--- config.mk ---
export PLATFORM = sky130hd
export DESIGN_NAME = ladybird_fetch
export DESIGN_NICKNAME = d
export VERILOG_FILES = /design/src/rtl/ladybird_config.sv /design/src/rtl/ladybird_fetch.sv
export SDC_FILE = /design/constraint.sdc
export NUM_CORES = 1
export LEC_CHECK = 0
export BUFFER_PORTS_ARGS = -buffer_cell sky130_fd_sc_hd__buf_2
export CORE_ASPECT_RATIO = 1.75
export CORE_MARGIN = 4
export CORE_UTILIZATION = 50
export CTS_CLUSTER_SIZE = 28
export DETAILED_ROUTE_END_ITERATION = 16
export PLACE_DENSITY = 0.83
export SLEW_MARGIN = 15
export SYNTH_ARGS = -nofsm -noshare
export SYNTH_HDL_FRONTEND = slang
export SYNTH_SLANG_ARGS = --single-unit
--- constraint.sdc ---
create_clock -name clk -period 3.08 [get_ports clk]
set_clock_uncertainty 0.15 [all_clocks]
set_input_delay 0.462 -clock clk [delete_from_list [all_inputs] [get_ports clk]]
set_output_delay 0.462 -clock clk [all_outputs]
set_load 0.01 [all_outputs]
--- src/rtl/ladybird_config.sv ---
// Shared configuration for the ladybird core: machine width, instruction width
// and the fetch state encoding that trace/debug logic also decodes.
package ladybird_config;

    localparam int XLEN    = 32;
    localparam int INST_W  = 32;
    localparam int INST_SH = $clog2(INST_W);

    typedef enum logic [1:0] {
        REQ  = 2'd0,
        WAIT = 2'd1,
        RUN  = 2'd2
    } fetch_state_t;

endpackage

--- src/rtl/ladybird_fetch.sv ---
// Instruction fetch stage: owns the PC, requests whole lines from the I-cache
// and serves 32-bit words to decode out of a single-entry line buffer.
module ladybird_fetch
    import ladybird_config::*;
#(
    parameter int              LINE_W   = 7,
    parameter logic [XLEN-1:0] RESET_PC = '0
) (
    input  logic                     clk,
    input  logic                     nrst,
    input  logic                     i_redirect,
    input  logic [XLEN-1:0]          i_redirect_pc,
    input  logic                     i_fence,
    output logic                     c_valid,
    output logic [XLEN-1:0]          c_addr,
    input  logic                     c_ready,
    input  logic                     c_rvalid,
    input  logic [XLEN-1:0]          c_raddr,
    input  logic [(1<<LINE_W)-1:0]   c_rdata,
    output logic                     c_rready,
    output logic                     inst_valid,
    output logic [XLEN-1:0]          inst_pc,
    output logic [INST_W-1:0]        inst_data,
    input  logic                     inst_ready
);

    localparam int OFF_W  = LINE_W - 3;
    localparam int TAG_W  = XLEN - OFF_W;
    localparam int DATA_W = 1 << LINE_W;

    fetch_state_t        state_q, state_d;
    logic [XLEN-1:0]     pc_q, pc_d;
    logic                buf_valid_q, buf_valid_d;
    logic [TAG_W-1:0]    buf_tag_q, buf_tag_d;
    logic [DATA_W-1:0]   buf_data_q, buf_data_d;
    logic                fence_pend_q, fence_pend_d;

    logic [XLEN-1:0]     redir_pc;
    logic [XLEN-1:0]     pc_inc;
    logic [TAG_W-1:0]    pc_tag;
    logic [TAG_W-1:0]    redir_tag;
    logic [TAG_W-1:0]    resp_tag;
    logic [TAG_W-1:0]    want_tag;
    logic [LINE_W-1:0]   word_sel;
    logic                hit;
    logic                fire;
    logic                req_fire;
    logic                unused_bits;

    assign redir_pc  = {i_redirect_pc[XLEN-1:2], 2'b00};
    assign pc_inc    = pc_q + XLEN'(4);
    assign pc_tag    = pc_q[XLEN-1:OFF_W];
    assign redir_tag = redir_pc[XLEN-1:OFF_W];
    assign resp_tag  = c_raddr[XLEN-1:OFF_W];
    // A response is matched against the line the PC will hold after this cycle.
    assign want_tag  = i_redirect ? redir_tag : pc_tag;
    assign hit       = buf_valid_q && (buf_tag_q == pc_tag);
    assign word_sel  = {pc_q[LINE_W-4:2], {INST_SH{1'b0}}};

    assign c_valid    = (state_q == REQ);
    assign c_addr     = {pc_tag, {OFF_W{1'b0}}};
    assign c_rready   = 1'b1;
    assign inst_valid = (state_q == RUN) && hit;
    assign inst_pc    = pc_q;
    assign inst_data  = buf_data_q[word_sel +: INST_W];

    assign fire     = inst_valid && inst_ready;
    assign req_fire = c_valid && c_ready;

    assign unused_bits = &{1'b0, c_raddr[OFF_W-1:0], i_redirect_pc[1:0]};

    always_comb begin
        // NOTE: every _d starts as its _q so no path through this block infers a latch.
        state_d      = state_q;
        pc_d         = pc_q;
        buf_valid_d  = buf_valid_q;
        buf_tag_d    = buf_tag_q;
        buf_data_d   = buf_data_q;
        fence_pend_d = fence_pend_q;

        if (fire)       pc_d = pc_inc;
        if (i_redirect) pc_d = redir_pc;

        unique case (state_q)
            // An accepted request always moves to WAIT, even under redirect, so
            // only one request is ever outstanding; the line compare drops it.
            REQ: if (req_fire) state_d = WAIT;
            WAIT: begin
                if (c_rvalid) begin
                    fence_pend_d = 1'b0;
                    if (!i_fence && !fence_pend_q && resp_tag == want_tag) begin
                        buf_valid_d = 1'b1;
                        buf_tag_d   = resp_tag;
                        buf_data_d  = c_rdata;
                        state_d     = RUN;
                    end else begin
                        state_d = REQ;
                    end
                end else if (i_fence) begin
                    fence_pend_d = 1'b1;
                end
            end
            RUN: begin
                if (i_redirect)
                    state_d = (buf_valid_q && redir_tag == buf_tag_q) ? RUN : REQ;
                else if (!hit || (fire && pc_inc[XLEN-1:OFF_W] != pc_tag))
                    state_d = REQ;
            end
            default: state_d = REQ;
        endcase

        if (i_fence) begin
            buf_valid_d = 1'b0;
            if (state_q == RUN) state_d = REQ;
        end
    end

    always_ff @(posedge clk) begin
        if (!nrst) begin
            state_q      <= REQ;
            pc_q         <= {RESET_PC[XLEN-1:2], 2'b00};
            buf_valid_q  <= 1'b0;
            buf_tag_q    <= '0;
            // NOTE: the line buffer is a plain register, reset so inst_data reads 0 out of reset.
            buf_data_q   <= '0;
            fence_pend_q <= 1'b0;
        end else begin
            state_q      <= state_d;
            pc_q         <= pc_d;
            buf_valid_q  <= buf_valid_d;
            buf_tag_q    <= buf_tag_d;
            buf_data_q   <= buf_data_d;
            fence_pend_q <= fence_pend_d;
        end
    end

endmodule

==> results by stage, run 1 <==
Placed design:
- The number of cells after detailed placement is about 1700.
- The count of buffers from port buffering is around 280.
- The routability congestion estimate from global placement is approximately 1.0.
- The half-perimeter wire length after detailed placement is 26500 um.

Route:
- In the detailed route, the total length drawn on met3 is 2310 um.
- The routed layout has ~10000 vias.
- The sum of met2 wire segment lengths after detailed routing is about 19000 um.
- The wire length after detailed routing is between 30000 and 40000 um.
- The detailed router put a total of between 10000 and 15000 um of wire on met1.
- The residual DRC count is 0.
- The count of TritonRoute iterations in the first routing pass is 6.
- The post-route antenna net violation count is 0.
- The detail-routed via count per cell is about 6.
- In this run, the number of DRC markers left after iteration 0 of detailed routing was ~960.
- The wire length per cell after detailed routing is approximately 21 um.
- The highest metal layer carrying signal wires in the routed design is met5.

Finish:
- Relative to the synthesized area, the layout overhead comes to 23.1%.
- The area of combinational cells with multiple inputs is between 5000 and 6000 um2.
- Excluding fillers, the count of instances in the completed layout stands at 1690.
- The total area of sequential cells is ~3800 um2.
- After filler insertion, the fill cell instance count of the layout stands at approximately 1700.
- The layout net count is 1629.
- The fraction of final layout cells sized beyond drive strength 1 is around 30%.

Yosys:
- A synthesized cell averages 8.45 um2.
- The share of flip-flops with an asynchronous set or reset is 0%.
- The most used flip-flop cell after synthesis is sky130_fd_sc_hd__dfxtp_1.
- The cell count after synthesis is roughly 1200.
- The number of storage elements in the synthesis netlist is 190.
- Yosys mapped the design onto 56 distinct sky130hd cell types.
- The post-synthesis sequential area ratio is between 30% and 40%.
- The cell area after synthesis is around 10000 um2.
- For this run, the number of Yosys warnings is 0.
- The count of flip-flops with a built-in enable after synthesis is 0.

Clocking:
- The number of buffers inserted for hold repair after clock tree synthesis is 0.
- The count of buffers added by post-CTS timing repair for setup is 0.
- The clock insertion delay at the later pin of the skew report is 450 ps.
- The clock tree from TritonCTS is done.
- The H-tree depth is 4.
- The clock sink total is 190.
- Clock tree synthesis inserted a total of 17 buffers.
- Clock tree synthesis selected as its root buffer the cell sky130_fd_sc_hd__clkbuf_16.
- No sink is reached through more buffers than the 2 on the longest clock path.
- The clock transition at the registers of the reported paths is roughly 70 ps.

Critical path:
- The kind of cell with the highest combined delay along the critical path is simple AND/OR/NAND/NOR gates.
- The worst setup path is captured at an output pin.
- The critical path is of the register to output pin type.
- Among the stages of the critical path, the cell type that occurs most often is sky130_fd_sc_hd__nand4_1.
- Measured in cells, the most critical reg-to-reg path has a length of 6.
- Among all stages on the critical path, the largest delay is contributed by sky130_fd_sc_hd__xnor2_1.
- The largest single stage delay on the critical path is ~470 ps.
- The cell depth of the worst setup path is 6.
- The maximum fanout count along the critical path is 3.
- The worst path arrival time is 2370 ps.
- The count of buffer and inverter cells on the critical path is 1.
- Data on the critical path is required at its endpoint by 2470 ps.
- STA classifies the critical path startpoint as a register.
- The signal on the critical path passes through xnor2_1, nand4_1, nor4_2, nand4_1, nor2_1, buf_2.

STA:
- The worst pin sits at a relative slew slack of between 50% and 60%.
- The post-route minimum period is 2980 ps.
- Setup violations remaining at the end of the flow were counted as 0.
- The post-route fraction of the period consumed by the critical path is between 90% and 100%.
- The max-slew violation count is 0.
- The number of failing hold endpoints at the final stage came to 0.
- The timing-limited maximum frequency is 336 MHz.
- In the final timing run, aggregate negative setup slack is 0 ps.
- Setup repair after global routing left no endpoint under its margin.
- At the pin with the least slew margin, the transition time is just over 700 ps.

Global route:
- The total grt overflow is 0.
- The total track usage is 30.6%.
- The maximum number of pins on one net before global-route repair is 89.
- The initial antenna violation count came to 5.
- The via count of the first global-routing pass was 10200.
- The wire length of the first global-routing pass is roughly 54000 um.

Pwr:
- VDD sags by at most slightly below 0.0006 V.
- The reported leakage power is 4.82 nW.
- Power spread over the standard cell area amounts to ~440 nW/um2.
- The total chip power is ~5.6 mW.

Floorplan:
- Once the floorplan was initialized, standard cells occupied between 50 and 60% of the core.
- The floorplan step defined a die boundary enclosing 22800 um2.
- The core footprint is roughly 20000 um2.
- The standard-cell row count is 68.
- Measured along the x axis, the die boundary spans about 120 um.
- The height of the die is 197 um.
- Pin placement for this block handled between 200 and 300 I/O pins.

Worst hold path:
- The worst hold path passes through 2 cells.
- The worst hold path belongs to the class primary input to register.

Status:
- The run finished with clean final reports.

Job:
- Across the run, the number of max-cap violations was 0.
cell usage after synthesis, types with 20 or more instances:
cell	instances	area, um2
sky130_fd_sc_hd__dfxtp_1	190	3800
sky130_fd_sc_hd__o21ai_0	189	946
sky130_fd_sc_hd__nand3_1	171	856
sky130_fd_sc_hd__a21oi_1	159	796
sky130_fd_sc_hd__clkbuf_1	72	270
sky130_fd_sc_hd__xnor2_1	47	412
sky130_fd_sc_hd__buf_4	38	285
sky130_fd_sc_hd__xor2_1	37	324
sky130_fd_sc_hd__buf_2	34	170
sky130_fd_sc_hd__mux4_2	32	721
sky130_fd_sc_hd__mux2i_1	30	300
sky130_fd_sc_hd__nor2_1	23	86.3
sky130_fd_sc_hd__nor4_1	20	125
state kept, by name (all words and copies together), names as in the netlist:
signal	flops
state_q	2
inst_pc	30
fence_pend_q	1
buf_valid_q	1
buf_tag_q	28
buf_data_q	128
routing by layer:
metal  GRT usage (%)  up-vias
met5               0        -
met1            32.1     4905
met4            21.6        2
met2            53.8      560
li1                -     4824
met3            5.53      145
cell type report:
| class | count | share of cell area [%] |
|---|---|---|
| antenna | 4 | 0.0798 |
| clock inverter | 15 | 1.59 |
| multi-input combinational | 860 | 44.4 |
| sequential | 190 | 30.4 |
| tap | 245 | 2.44 |
| clock buffer | 17 | 3.39 |
| inverter | 7 | 0.229 |
| timing repair buffer | 352 | 17.5 |
through the flow:
step           hold WS [ps]  instance area (um2)  setup WS (ps)  utilization [%]
2_1_floorplan           295                10200            575                -
3_3_place_gp            304                11900            102             59.8
3_5_place_dp            313                11900           56.8             59.8
4_1_cts                86.2                12500           52.4             62.9
5_1_grt                 101                12500           47.8             63.0
6_report               97.9                12500            103             63.0
path summary, 6_finish.rpt:
check | slack [ps] | startpoint | endpoint
worst max-delay path | 100 | buf_tag_q[22]$_SDFFE_PN0P_ | inst_valid
worst min-delay path | 100 | i_fence | buf_valid_q$_SDFFE_PP0P_
worst max register to register | 180 | buf_tag_q[24]$_SDFFE_PN0P_ | inst_pc[31]$_SDFFE_PN0P_
worst min register to register | 320 | buf_data_q[114]$_SDFFE_PN0P_ | buf_data_q[114]$_SDFFE_PN0P_
timing repair:
item | CTS | global route
gates resized for setup | 1 | 1
hold endpoints to repair | 0 | 0
endpoints found under the setup margin | 1 | 1
pin swaps | 0 | 0
report_power, final:
| group | total (mW) | switching [mW] | internal [mW] |
|---|---|---|---|
| clock network | 2.37 | 1.06 | 1.31 |
| logic | 0.661 | 0.375 | 0.286 |
| registers | 2.53 | 0.0479 | 2.48 |
| total | 5.56 | 1.48 | 4.08 |
worst register-to-register path, stage by stage, from the launching register on:
cell and delay, ps:
sky130_fd_sc_hd__dfxtp_1 340, sky130_fd_sc_hd__xnor2_1 420, sky130_fd_sc_hd__nand4_1 160, sky130_fd_sc_hd__or4_4 600, sky130_fd_sc_hd__or2_4 390, sky130_fd_sc_hd__or4_1 560
sky130_fd_sc_hd__a31oi_1 190
cells by family (layout without fill, tap and decap cells):
logic type      after synthesis  in the layout  synth area share, %
mux                          62             62                 10.0
buf+inv                     161            391                 8.29
compound gates              391            391                 20.2
simple gates                313            313                 16.4
xor+xnor                     85             85                 7.38
other cells                   2             11               0.0737
flops                       190            190                 37.3
fa+ha+maj                     2              2                0.246
layout by cell type (no fill, tap or decap), types with 3 or more instances in the layout:
cell type | netlist | layout
sky130_fd_sc_hd__conb_1 | 2 | 7
sky130_fd_sc_hd__buf_4 | 38 | 47
sky130_fd_sc_hd__nand2_1 | 17 | 17
sky130_fd_sc_hd__o31ai_1 | 7 | 7
sky130_fd_sc_hd__clkbuf_16 | 0 | 17
sky130_fd_sc_hd__inv_1 | 5 | 5
sky130_fd_sc_hd__a21oi_1 | 159 | 159
sky130_fd_sc_hd__inv_6 | 0 | 4
sky130_fd_sc_hd__nor2_1 | 23 | 23
sky130_fd_sc_hd__mux2i_1 | 30 | 30
sky130_fd_sc_hd__o211ai_1 | 3 | 3
sky130_fd_sc_hd__bufinv_16 | 0 | 3
sky130_fd_sc_hd__mux4_2 | 32 | 32
sky130_fd_sc_hd__xnor2_1 | 47 | 47
sky130_fd_sc_hd__and3_1 | 5 | 5
sky130_fd_sc_hd__or3_1 | 14 | 14
sky130_fd_sc_hd__inv_8 | 0 | 4
sky130_fd_sc_hd__nor4_1 | 20 | 19
sky130_fd_sc_hd__a31oi_1 | 16 | 16
sky130_fd_sc_hd__buf_2 | 34 | 284
sky130_fd_sc_hd__a211oi_1 | 5 | 5
sky130_fd_sc_hd__nand4_1 | 19 | 19
sky130_fd_sc_hd__dfxtp_2 | 0 | 3
sky130_fd_sc_hd__diode_2 | 0 | 4
sky130_fd_sc_hd__dfxtp_1 | 190 | 187
sky130_fd_sc_hd__a311oi_1 | 4 | 4
sky130_fd_sc_hd__xor2_1 | 37 | 37
sky130_fd_sc_hd__o21ai_0 | 189 | 189
sky130_fd_sc_hd__buf_12 | 0 | 21
sky130_fd_sc_hd__or4_1 | 12 | 12
sky130_fd_sc_hd__or2_2 | 3 | 3
sky130_fd_sc_hd__nor3_1 | 13 | 13
sky130_fd_sc_hd__nand3_1 | 171 | 171
(Power assumes the default switching activity.)
==> run 2: changes to the inputs <==
- clock period: 3.08 -> 3.47 ns (I/O delays scaled with it)
==> run 2 against run 1 <==
  * Clock power is 20% lower
  * Clock-buffer cell count is 1 higher
  * Via count is 1.9% lower
  * Flip-flop and latch count stayed put
  * Largest power group unchanged
  * Highest routed layer is now met4
  * Hold slack better by 40 ps
  * Routed wire length is 2.4% lower
  * Sequential power is 11% lower
==> results by stage, run 2 (same netlist as run 1, synthesis figures left out) <==
Clocking:
- TritonCTS built the clock tree.
- The number of buffers inserted during clock tree synthesis is 17 (unchanged).
- The count of buffers added by post-CTS timing repair for setup was 0 (unchanged).
- The number of buffers on the longest clock path is 2 (unchanged).
- The number of buffers inserted for hold repair after clock tree synthesis was 0 (unchanged).
- The H-tree depth is 4 (unchanged).
- The clock sink total was 190 (unchanged).
- The tree is rooted in a sky130_fd_sc_hd__clkbuf_16.
- The clock insertion delay at the later pin of the skew report was 440 ps (about the same).
- The quantity of gates resized following cts is 0 (-1).
- The clock transition at the registers of the reported paths is 80 ps (about the same).

Route:
- The total number of vias is 10200 (-1.9%).
- The violation count after the first detailed-route iteration is 831 (-13%).
- The post-route antenna net violation count is 0 (unchanged).
- The residual DRC count was 0 (unchanged).
- The count of TritonRoute iterations in the first routing pass is 5 (-1).
- The detail-routed via count per cell is 6.17 (-0.10%).
- The wire length per cell after detailed routing is 20.9 um (-0.61%).
- The wire length after detailed routing was 34700 um (-2.4%).

Critical path:
- The depth of the worst register-to-register path is 6 (unchanged).
- The maximum fanout count along the critical path is 9 (+6).
- The flop-to-flop setup slack was 430 ps (+250 ps).
- The worst register-to-register path ends at inst_pc[21]$_SDFFE_PN0P_.
- By startpoint and endpoint, the worst setup path is classified as register to output pin.
- The worst setup path startpoint is inst_pc[23]$_SDFFE_PN0P_.
- Traced cell by cell, the critical path runs through xor2_1, or4_1, nor4_1, nand4_1, nor2_1, buf_2.
- The reg-to-reg startpoint is inst_pc[26]$_SDFFE_PN0P_.
- The worst path arrival time is 2490 ps (+120 ps).
- The type of element capturing the critical path is an output pin.
- STA classifies the critical path startpoint as a register.
- The stage delay of the slowest cell on the critical path is 590 ps (+120 ps).
- The worst path required time is 2800 ps (+330 ps).
- The cell with the largest stage delay on the worst path is sky130_fd_sc_hd__or4_1.

STA:
- The final-layout worst hold slack is 137 ps (+39.5 ps).
- The max-slew violation count is 0 (unchanged).
- The worst path setup slack after routing is 311 ps (+208 ps).
- The post-route minimum period is ~3200 ps.
- The final setup violation count is 0 (unchanged).
- In the finished design, the share of the clock period the worst path needs comes to between 90% and 100%.
- The relative slew slack is 48.1% (-3.7 points).
- The transition at the pin with the smallest max-transition slack is 778 ps (+55.7 ps).
- The setup TNS after final layout was 0 ps (unchanged).
- The number of failing hold endpoints at the final stage is 0 (unchanged).
- For this run, the top clock speed supported by timing is around 320 MHz.
- Setup repair after global routing left no endpoint under its margin.

Worst hold path:
- The path class of the tightest hold or removal check is primary input to register.
- The worst hold path terminates at buf_valid_q$_SDFFE_PP0P_.
- The launch instance of the worst min-delay path is i_fence.
- The number of instances on the worst hold path came to 2 (unchanged).

Placed design:
- The half-perimeter wire length after detailed placement is 25100 um (-5.3%).
- The post-placement cell area is 11600 um2 (-2.6%).
- The count of buffers from port buffering is 284 (unchanged).
- The routability congestion estimate from global placement is 1.04 (-0.58%).
- The post-place setup slack is 318 ps (+261 ps).
- The number of cells after detailed placement is 1624 (-1.8%).

Finish:
- The final design area excluding fillers is 12100 um2 (-3.1%).
- Leaving out fill and tap cells, the most frequent cell in the layout is sky130_fd_sc_hd__buf_2.
- The layout net count is 1599 (-1.8%).
- Leaving out fill and tap cells, the most frequent cells in the layout are sky130_fd_sc_hd__buf_2, sky130_fd_sc_hd__o21ai_0, sky130_fd_sc_hd__dfxtp_1, sky130_fd_sc_hd__nand3_1, sky130_fd_sc_hd__a21oi_1.
- The count of fill cells added during filler insertion is 1746 (+0.92%).
- The fraction of final layout cells sized beyond drive strength 1 is 28.1% (-1.7 points).
- The number of flip-flops in the largest register is 128 (unchanged).
- The signed area change from the synthesized netlist to the final layout is 19.3%.
- The final standard cell count with taps included and fillers excluded is 1659 (-1.8%).
- The register containing the most flip-flops in the final layout is buf_data_q.

Global route:
- The wire length of the first global-routing pass is 52200 um (-3.6%).
- The total grt overflow was 0 (unchanged).
- The total track usage was 29.5% (-1.1 points).
- The via count of the first global-routing pass came to 9874 (-3.3%).
- The initial antenna violation count was 3 (-2).
- The maximum number of pins on one net before global-route repair is 93 (+4.5%).

Floorplan:
- The boundary pin count is 298 (unchanged).
- The core footprint came to 19900 um2 (unchanged).
- The overall die area is 22800 um2 (unchanged).
- The initial cell density of the core was 51.2% (unchanged).
- The standard-cell row count is 68 (unchanged).
- The die width was 116 um (unchanged).
- The height of the die is 197 um (unchanged).

Pwr:
- The power density relative to cell area is 387 nW/um2 (-13%).
- The reported leakage power is 4.61 nW (-4.5%).
- The worst-case vdd ir drop is 0.000449 V (-23%).

Status:
- The run finished with clean final reports.

Job:
- The number of max-cap violations was 0 (unchanged).
==> run 2: cell type report <==
| type | instances | area, um2 | area share [%] |
|---|---|---|---|
| inverter | 7 | 28.8 | 0.237 |
| clock buffer | 18 | 429 | 3.53 |
| timing repair buffer | 322 | 1880 | 15.5 |
| sequential | 190 | 3810 | 31.3 |
| tap | 245 | 307 | 2.52 |
| multi-input combinational | 860 | 5560 | 45.8 |
| clock inverter | 14 | 126 | 1.04 |
| antenna | 3 | 7.51 | 0.0618 |
==> run 2: per-layer routing <==
layer  global-route usage, %  share of wire [%]  vias up
met2                    52.0                 52      527
met1                    31.4                 34     4811
met3                    6.05                7.2      130
li1                        -                  -     4766
met4                    18.8                6.5        0
met5                       0                  0        -
==> run 2: how the worst max path moves through the flow <==
stage,endpoint,slack [ps],depth (start not counted)
after CTS,inst_valid,350,6
final,inst_valid,310,6
after global placement,buf_data_q[80]$_SDFFE_PN0P_,360,9
after floorplan,buf_data_q[11]$_SDFFE_PN0P_,950,11
after global routing,inst_valid,250,6
after detailed placement,buf_data_q[81]$_SDFFE_PN0P_,320,9
==> run 2: metrics by stage <==
stage	utilization [%]	total power, mW
2_1_floorplan	-	2.61
3_3_place_gp	58.2	2.84
3_5_place_dp	58.2	2.85
4_1_cts	61.0	4.72
5_1_grt	61.0	4.86
6_report	61.0	4.70
==> run 2: critical path, delay by kind of cell (launching register included) <==
kind,cells,cell delay [ps]
xor gates and xnor gates,1,130
buffers and inverters,1,150
DFF,1,560
and+or+nand+nor,4,1200
==> run 2: power breakdown <==
part	internal, mW	switching [mW]
sequential	2.20	0.0564
combinational	0.238	0.306
clock	0.948	0.951
